==> config.mk <==
export PLATFORM = sky130hd
export DESIGN_NAME = pico_int_ctrl
export DESIGN_NICKNAME = d
export VERILOG_FILES = /design/src/rtl/pico_int_ctrl.sv
export SDC_FILE = /design/constraint.sdc
export NUM_CORES = 1
export LEC_CHECK = 0
export CORE_ASPECT_RATIO = 0.5
export CORE_UTILIZATION = 25
export DETAILED_ROUTE_END_ITERATION = 8
export PLACE_DENSITY = 0.56
export RECOVER_POWER = 25
export REMOVE_ABC_BUFFERS = 1
export SLEW_MARGIN = 20
export SYNTH_ARGS = -nofsm -noshare
export SYNTH_HDL_FRONTEND = slang
export SYNTH_SLANG_ARGS = --single-unit
==> constraint.sdc <==
create_clock -name clk -period 3.7 [get_ports clk]
set_input_delay 0.37 -clock clk [delete_from_list [all_inputs] [get_ports clk]]
set_output_delay 0.37 -clock clk [all_outputs]
set_load 0.005 [all_outputs]
==> src/rtl/pico_int_ctrl.sv <==
// PicoBlaze-style interrupt controller: rising-edge capture into PEND, MASK gating,
// lowest-index priority with an IDLE/ASSERT/SERVICE handshake, and a registered read port.
module pico_int_ctrl #(
    parameter logic [7:0] BASE_ADDR = 8'hE0
) (
    input  logic       clk,
    input  logic       reset,
    input  logic [7:0] irq_in,
    input  logic [7:0] port_id,
    input  logic       write_strobe,
    input  logic [7:0] out_port,
    output logic [7:0] in_port,
    output logic       rd_sel,
    output logic       interrupt,
    input  logic       interrupt_ack
);

    typedef enum logic [1:0] {
        IDLE,
        ASSERT,
        SERVICE
    } state_t;

    localparam logic [7:0] PEND_ADDR = BASE_ADDR;
    localparam logic [7:0] MASK_ADDR = BASE_ADDR + 8'd1;

    state_t     state;
    state_t     state_next;
    logic [7:0] irq_prev;
    logic       hist_valid;
    logic [7:0] edge_q;
    logic [7:0] pend;
    logic [7:0] mask;
    logic [7:0] active;
    logic [2:0] first_idx;
    logic       vec_valid;
    logic       valid_next;
    logic [2:0] vec_idx;
    logic [2:0] idx_next;
    logic [7:0] vector;
    logic [7:0] offset;
    logic       addr_hit;
    logic       wr_pend;
    logic       wr_mask;

    assign offset   = port_id - BASE_ADDR;
    assign addr_hit = (offset < 8'd3);
    assign wr_pend  = write_strobe && (port_id == PEND_ADDR);
    assign wr_mask  = write_strobe && (port_id == MASK_ADDR);
    assign active   = pend & mask;
    assign vector   = {vec_valid, 4'b0000, vec_idx};
    assign interrupt = (state == ASSERT);

    // hist_valid keeps a level that is already high at reset release from looking like an edge
    always_ff @(posedge clk) begin
        if (!reset) begin
            irq_prev   <= 8'h00;
            hist_valid <= 1'b0;
            edge_q     <= 8'h00;
        end else begin
            irq_prev   <= irq_in;
            hist_valid <= 1'b1;
            edge_q     <= hist_valid ? (irq_in & ~irq_prev) : 8'h00;
        end
    end

    // A new edge wins over a write-1-to-clear of the same bit
    always_ff @(posedge clk) begin
        if (!reset) begin
            pend <= 8'h00;
            mask <= 8'h00;
        end else begin
            pend <= (pend & ~(wr_pend ? out_port : 8'h00)) | edge_q;
            if (wr_mask) begin
                mask <= out_port;
            end
        end
    end

    always_comb begin
        first_idx = 3'd0;
        for (int i = 7; i >= 0; i--) begin
            if (active[i]) begin
                first_idx = 3'(i);
            end
        end
    end

    always_ff @(posedge clk) begin
        if (!reset) begin
            state     <= IDLE;
            vec_valid <= 1'b0;
            vec_idx   <= 3'd0;
        end else begin
            state     <= state_next;
            vec_valid <= valid_next;
            vec_idx   <= idx_next;
        end
    end

    // The in-service index is only chosen in IDLE, so later higher-priority sources wait
    always_comb begin
        state_next = state;
        valid_next = vec_valid;
        idx_next   = vec_idx;
        case (state)
            IDLE: begin
                if (|active) begin
                    idx_next   = first_idx;
                    valid_next = 1'b1;
                    state_next = ASSERT;
                end
            end
            ASSERT: begin
                if (interrupt_ack) begin
                    state_next = SERVICE;
                end
            end
            SERVICE: begin
                if (!pend[vec_idx]) begin
                    valid_next = 1'b0;
                    state_next = IDLE;
                end
            end
            default: begin
                state_next = IDLE;
            end
        endcase
    end

    always_ff @(posedge clk) begin
        if (!reset) begin
            in_port <= 8'h00;
            rd_sel  <= 1'b0;
        end else begin
            rd_sel <= addr_hit;
            case (offset)
                8'd0:    in_port <= pend;
                8'd1:    in_port <= mask;
                8'd2:    in_port <= vector;
                default: in_port <= 8'h00;
            endcase
        end
    end

endmodule

; ---- After elaboration in Yosys (flattened, before gate mapping)
; Cells that the tools add are included.
[totals]
ff_bits = 48
in_bits = 28
output_inout_bits = 10
[classes]
n_addsub = 1
order_cmp = 2
n_eq_ne = 9
mux = 20
bitwise_logic = 6
reduce_logical = 10
[op_table]
columns = cell, n
row1 = $and A8 B8 Y8, 3
row2 = $mux W3, 8
row3 = $pmux W8 S3, 1
row4 = $eq A8 B8 Y1 const B, 2
row5 = $not A8 Y8, 2
row6 = $eq A8 B1 Y1 const B, 1
row7 = $eq A8 B2 Y1 const B, 1
row8 = $logic_not A8 Y1, 1
row9 = $lt A8 B2 Y1 const B, 1
row10 = $mux W8, 1
row11 = $or A8 B8 Y8, 1
row12 = $reduce_or A8 Y1, 1
row13 = $sub A8 B8 Y8 const B, 1
row14 = $mux W2, 3
row15 = $pmux W2 S3, 1
row16 = $reduce_and A3 Y1, 2
row17 = $lt A3 B4 Y1 const B, 1
row18 = $mux W1, 4
row19 = $ne A2 B2 Y1 const B, 2
row20 = $reduce_and A2 Y1, 2
row21 = $bmux W1 S3, 1
row22 = $eq A2 B1 Y1 const B, 1
row23 = $eq A2 B2 Y1 const B, 1
row24 = $logic_and A1 B1 Y1, 2
row25 = 4 further kinds, 4

; ---- Logic depth before layout (Yosys ltp)
[depth]
depth_word = 9
ltp_mapped = 6

; ---- Worst setup path before layout
; No wires, ideal clock.
[synth_timing]
path_kind = input-to-reg
from = input port port_id[5]
to = register in_port[0]
arrival_time_ns = 1.758
t_required_ns = 3.633
path_slack_ns = 1.875
path_stages = 5
n_path_buf = 0
cell_sequence = ha_1 or3b_1 nor4_2 nand3_1 nor2_1
[synth_between]
elab_chain_cells = 3
[synth_lines]
columns = element, line_no
row1 = start: declaration, 9  ; input logic [7:0] port_id,
row2 = $sub A8 B8 Y8 *, 46  ; assign offset = port_id - BASE_ADDR;
row3 = $eq A8 B2 Y1 (tied with other cells), 137  ; case (offset)
row4 = $pmux W8 S3 *, 137
row5 = end signal: assignment, 138  ; 8'd0: in_port <= pend;
row6 = end signal: assignment, 139  ; 8'd1: in_port <= mask;
row7 = end signal: assignment, 140  ; 8'd2: in_port <= vector;
row8 = end: declaration, 12  ; output logic [7:0] in_port,
; Every way passes the cells marked *; elsewhere a longest branch is shown, timed or not.
; A chain may end at the register's enable or synchronous reset.

; ---- Final worst setup path
[layout_timing]
from = input port reset
to = register state[0]
[layout_rtl]
columns = element, line_no
row1 = start: declaration, 7  ; input logic reset,
row2 = end signal: assignment, 95  ; state <= state_next;
row3 = end: declaration, 27  ; state_t state;
; No word-level cell between the ends.

==> out/metrics.cfg <==
[status]
status=finished, violations left
violations=DRC

[pwr]
power_frac_seq_pct=47.5
p_clk_share_pct=46.5
power.switching_mw=0.224
swShare_pct=19.8
power_mw=1.13
pwr-share-comb_pct=5.9
power_leakage_nw=0.999
powerDensity_nw_per_um2=447
power.internal_mw=0.908
ir_drop_uv=187

[timing]
min_period_ns=2.72
slew_violations=0
fin_tns_setup_ns=0
setup_viol=0
fmax_ghz=0.368
slew_headroom_pct=20.0
hold_viol_final=0
hold_ws_ns=0.440
skew_ns=0.00745
min_period_over_period_pct=73.5
rsz0062_at_grt=no
worstMarginPinSlew_ns=1.20
setup_ws_ns=0.980

[place]
place_inst=308
dpl_cell_area_um2=2360
dp_hpwl_mm=3.04
pre_cts_ws_ns=1.10
io_buffers=37
globalplace.congestion=0.841

[clock_tree]
post_cts_buffers=0
cts_root_buffer=clkbuf_16
clk_pin_slew_ns=0.06
h-tree-depth=2
clockBufferDepth=2
cts-resized-gates=0
cts_tree=yes
clk_latency_ns=0.29
cts.sink_count=48
numCtsBuffers=5
postCtsHoldBufs=0

[global_routing]
grt_first_pass_wirelength_mm=6.63
grt_pass1_vias=1327
antenna_found_initial=0
grt_max_degree=29
grt_util_all_layers_pct=10.7
overflow=0

[final_layout]
fillers=712
area_growth_pct=33.9
final_area_um2=2530
fin_nets=252
layout.cells.non_filler=316
diodes=0
drive_gt1_share_pct=6.70
final_util_pct=36.2

[logic_synthesis]
yosysSeqAreaShare_pct=50.8
synthCells=182
synth-seq-cells=48
yosys_warnings=0
synth_cell_type_count=40
syn_area_per_cell_um2=10.4
syn_area_um2=1890

[die]
pin_count=38
initial_core_util_pct=27.0
die_h_um=63.5
die_w_um=125
rows=21
dieArea_um2=7930
fp.coreArea_um2=6990

[run]
cap_violations=0

[route]
dr.pass1.iters=6
routed-via-count=1440
drtIter0Drc=67
drt-total-wl_mm=4.10
drc=6
ant_nets=0
viasPerCell=4.56
wl_per_cell_um=13.0

[setup_path]
max_stage_delay_ns=0.88
cp-start-kind=primary input
worstSetupEndpoint=state[0]$_SDFFE_PN0P_
cp_max_fo=28
reg2reg_from=pend[1]$_SDFF_PN0_
crit_start=reset
ff2ff_setup_slack_ns=2.09
r2r.worst_path.cells=3
critPathArrivalTime_ns=2.88
endpoint_kind=flip-flop
required_ns=3.86
reg2reg_to=vec_idx[0]$_SDFFE_PN0P_
cp_top_family=buffers and inverters
critPathSlowestCell=clkbuf_1
path_depth=4
critPathBufInv=3
path_cells=dlygate4sd3_1 -> clkbuf_1 -> clkinv_1 -> a2111oi_0
critical_path_class=in -> reg

[min_path]
min_from=edge_q[3]$_SDFF_PN0_
hold_path_class=reg -> reg

-- cells in the mapped netlist, drive strengths merged --
master / count / share of area (%)
nor2b: 2 / 0.66
a31oi: 1 / 0.33
ha: 1 / 0.66
or3: 1 / 0.33
nand2b: 2 / 0.66
a21boi: 8 / 3.2
mux2i: 12 / 6.4
a32oi: 6 / 2.8
and2b: 1 / 0.40
buf: 3 / 1.2
nor3: 2 / 1.4
o31ai: 1 / 0.40
mux4: 2 / 2.4
a22oi: 1 / 0.40
a41o: 1 / 0.53
a22o: 5 / 2.3
clkinv: 1 / 0.20
o21ai: 4 / 1.1
and2: 8 / 2.6
xor2: 1 / 0.46
nor2: 22 / 4.4
and3b: 8 / 3.7
clkbuf: 1 / 0.20
nand2: 10 / 2.0
or2: 1 / 0.33
o211ai: 1 / 0.40
nor4: 1 / 0.66
a2111oi: 1 / 0.46
or3b: 1 / 0.46
dfxtp: 48 / 51
a21oi: 7 / 1.9
inv: 2 / 0.40
o21a: 8 / 3.2
or4b: 1 / 0.53
nand3: 5 / 1.3
or4: 2 / 0.99
-- placed cells by master, fill, tap and decap left out, types with 2 or more instances in the layout --
master,n
a21boi_0,8
a21oi_1,7
a22o_1,5
a32oi_1,6
and2_0,8
and3b_1,8
clkbuf_16,5
clkdlybuf4s50_1,36
dfxtp_1,48
inv_1,2
mux2i_1,12
mux4_2,2
nand2_1,10
nand2b_1,2
nand3_1,5
nor2_1,22
nor2b_1,2
o21a_1,8
o21ai_0,4
-- cells by family (layout without fill, tap and decap cells) --
logic type	count (synthesis)	in the layout	share of synthesized area, %
multiplexers	14	14	8.74
flip-flops	48	48	50.8
AND/OR/NAND/NOR	67	67	20.5
XOR/XNOR	1	1	0.463
AO/OA/AOI/OAI	44	44	16.9
adder cells (fa/ha/maj)	1	1	0.662
buffers and inverters	7	49	1.99
-- routing by layer --
| metal | GRT usage [%] | part of all wire (%) |
|---|---|---|
| met5 | 0 | 0 |
| met4 | 4.57 | 1.4 |
| met3 | 3.31 | 5.2 |
| met2 | 15.6 | 42 |
| met1 | 14.6 | 52 |
-- worst min-delay path by stage --
stage / endpoint / cells after the start / slack (ns)
after CTS: pend[7]$_SDFF_PN0_ / 1 / 0.44
after floorplan: hist_valid$_DFF_P_ / 0 / 0.40
after global placement: pend[1]$_SDFF_PN0_ / 1 / 0.42
after detailed placement: pend[7]$_SDFF_PN0_ / 1 / 0.42
after global routing: pend[5]$_SDFF_PN0_ / 1 / 0.45
final: pend[3]$_SDFF_PN0_ / 1 / 0.44
-- layout make-up --
cell class,count,area [µm²],share of cell area [%]
Tap cell,92,115,4.55
Inverter,3,11.3,0.445
Sequential cell,48,961,38.0
Clock buffer,6,139,5.49
Clock inverter,2,38.8,1.53
Timing Repair Buffer,38,374,14.8
Multi-Input combinational cell,127,892,35.2
-- flip-flops by register name (all words and copies together), names as in the netlist --
name	count
edge_q	8
in_port	8
irq_prev	8
mask	8
pend	8
vec_idx	3
state	2
hist_valid	1
rd_sel	1
vec_valid	1
-- power groups by stage --
stage | Combinational [mW] | Sequential (mW) | Clock (mW)
2_1_floorplan | 0.0253 | 0.546 | 0
3_3_place_gp | 0.0674 | 0.550 | 0
3_5_place_dp | 0.0688 | 0.550 | 0
4_1_cts | 0.0691 | 0.538 | 0.539
5_1_grt | 0.0733 | 0.539 | 0.560
6_report | 0.0673 | 0.538 | 0.526
(Power assumes the default switching activity.)
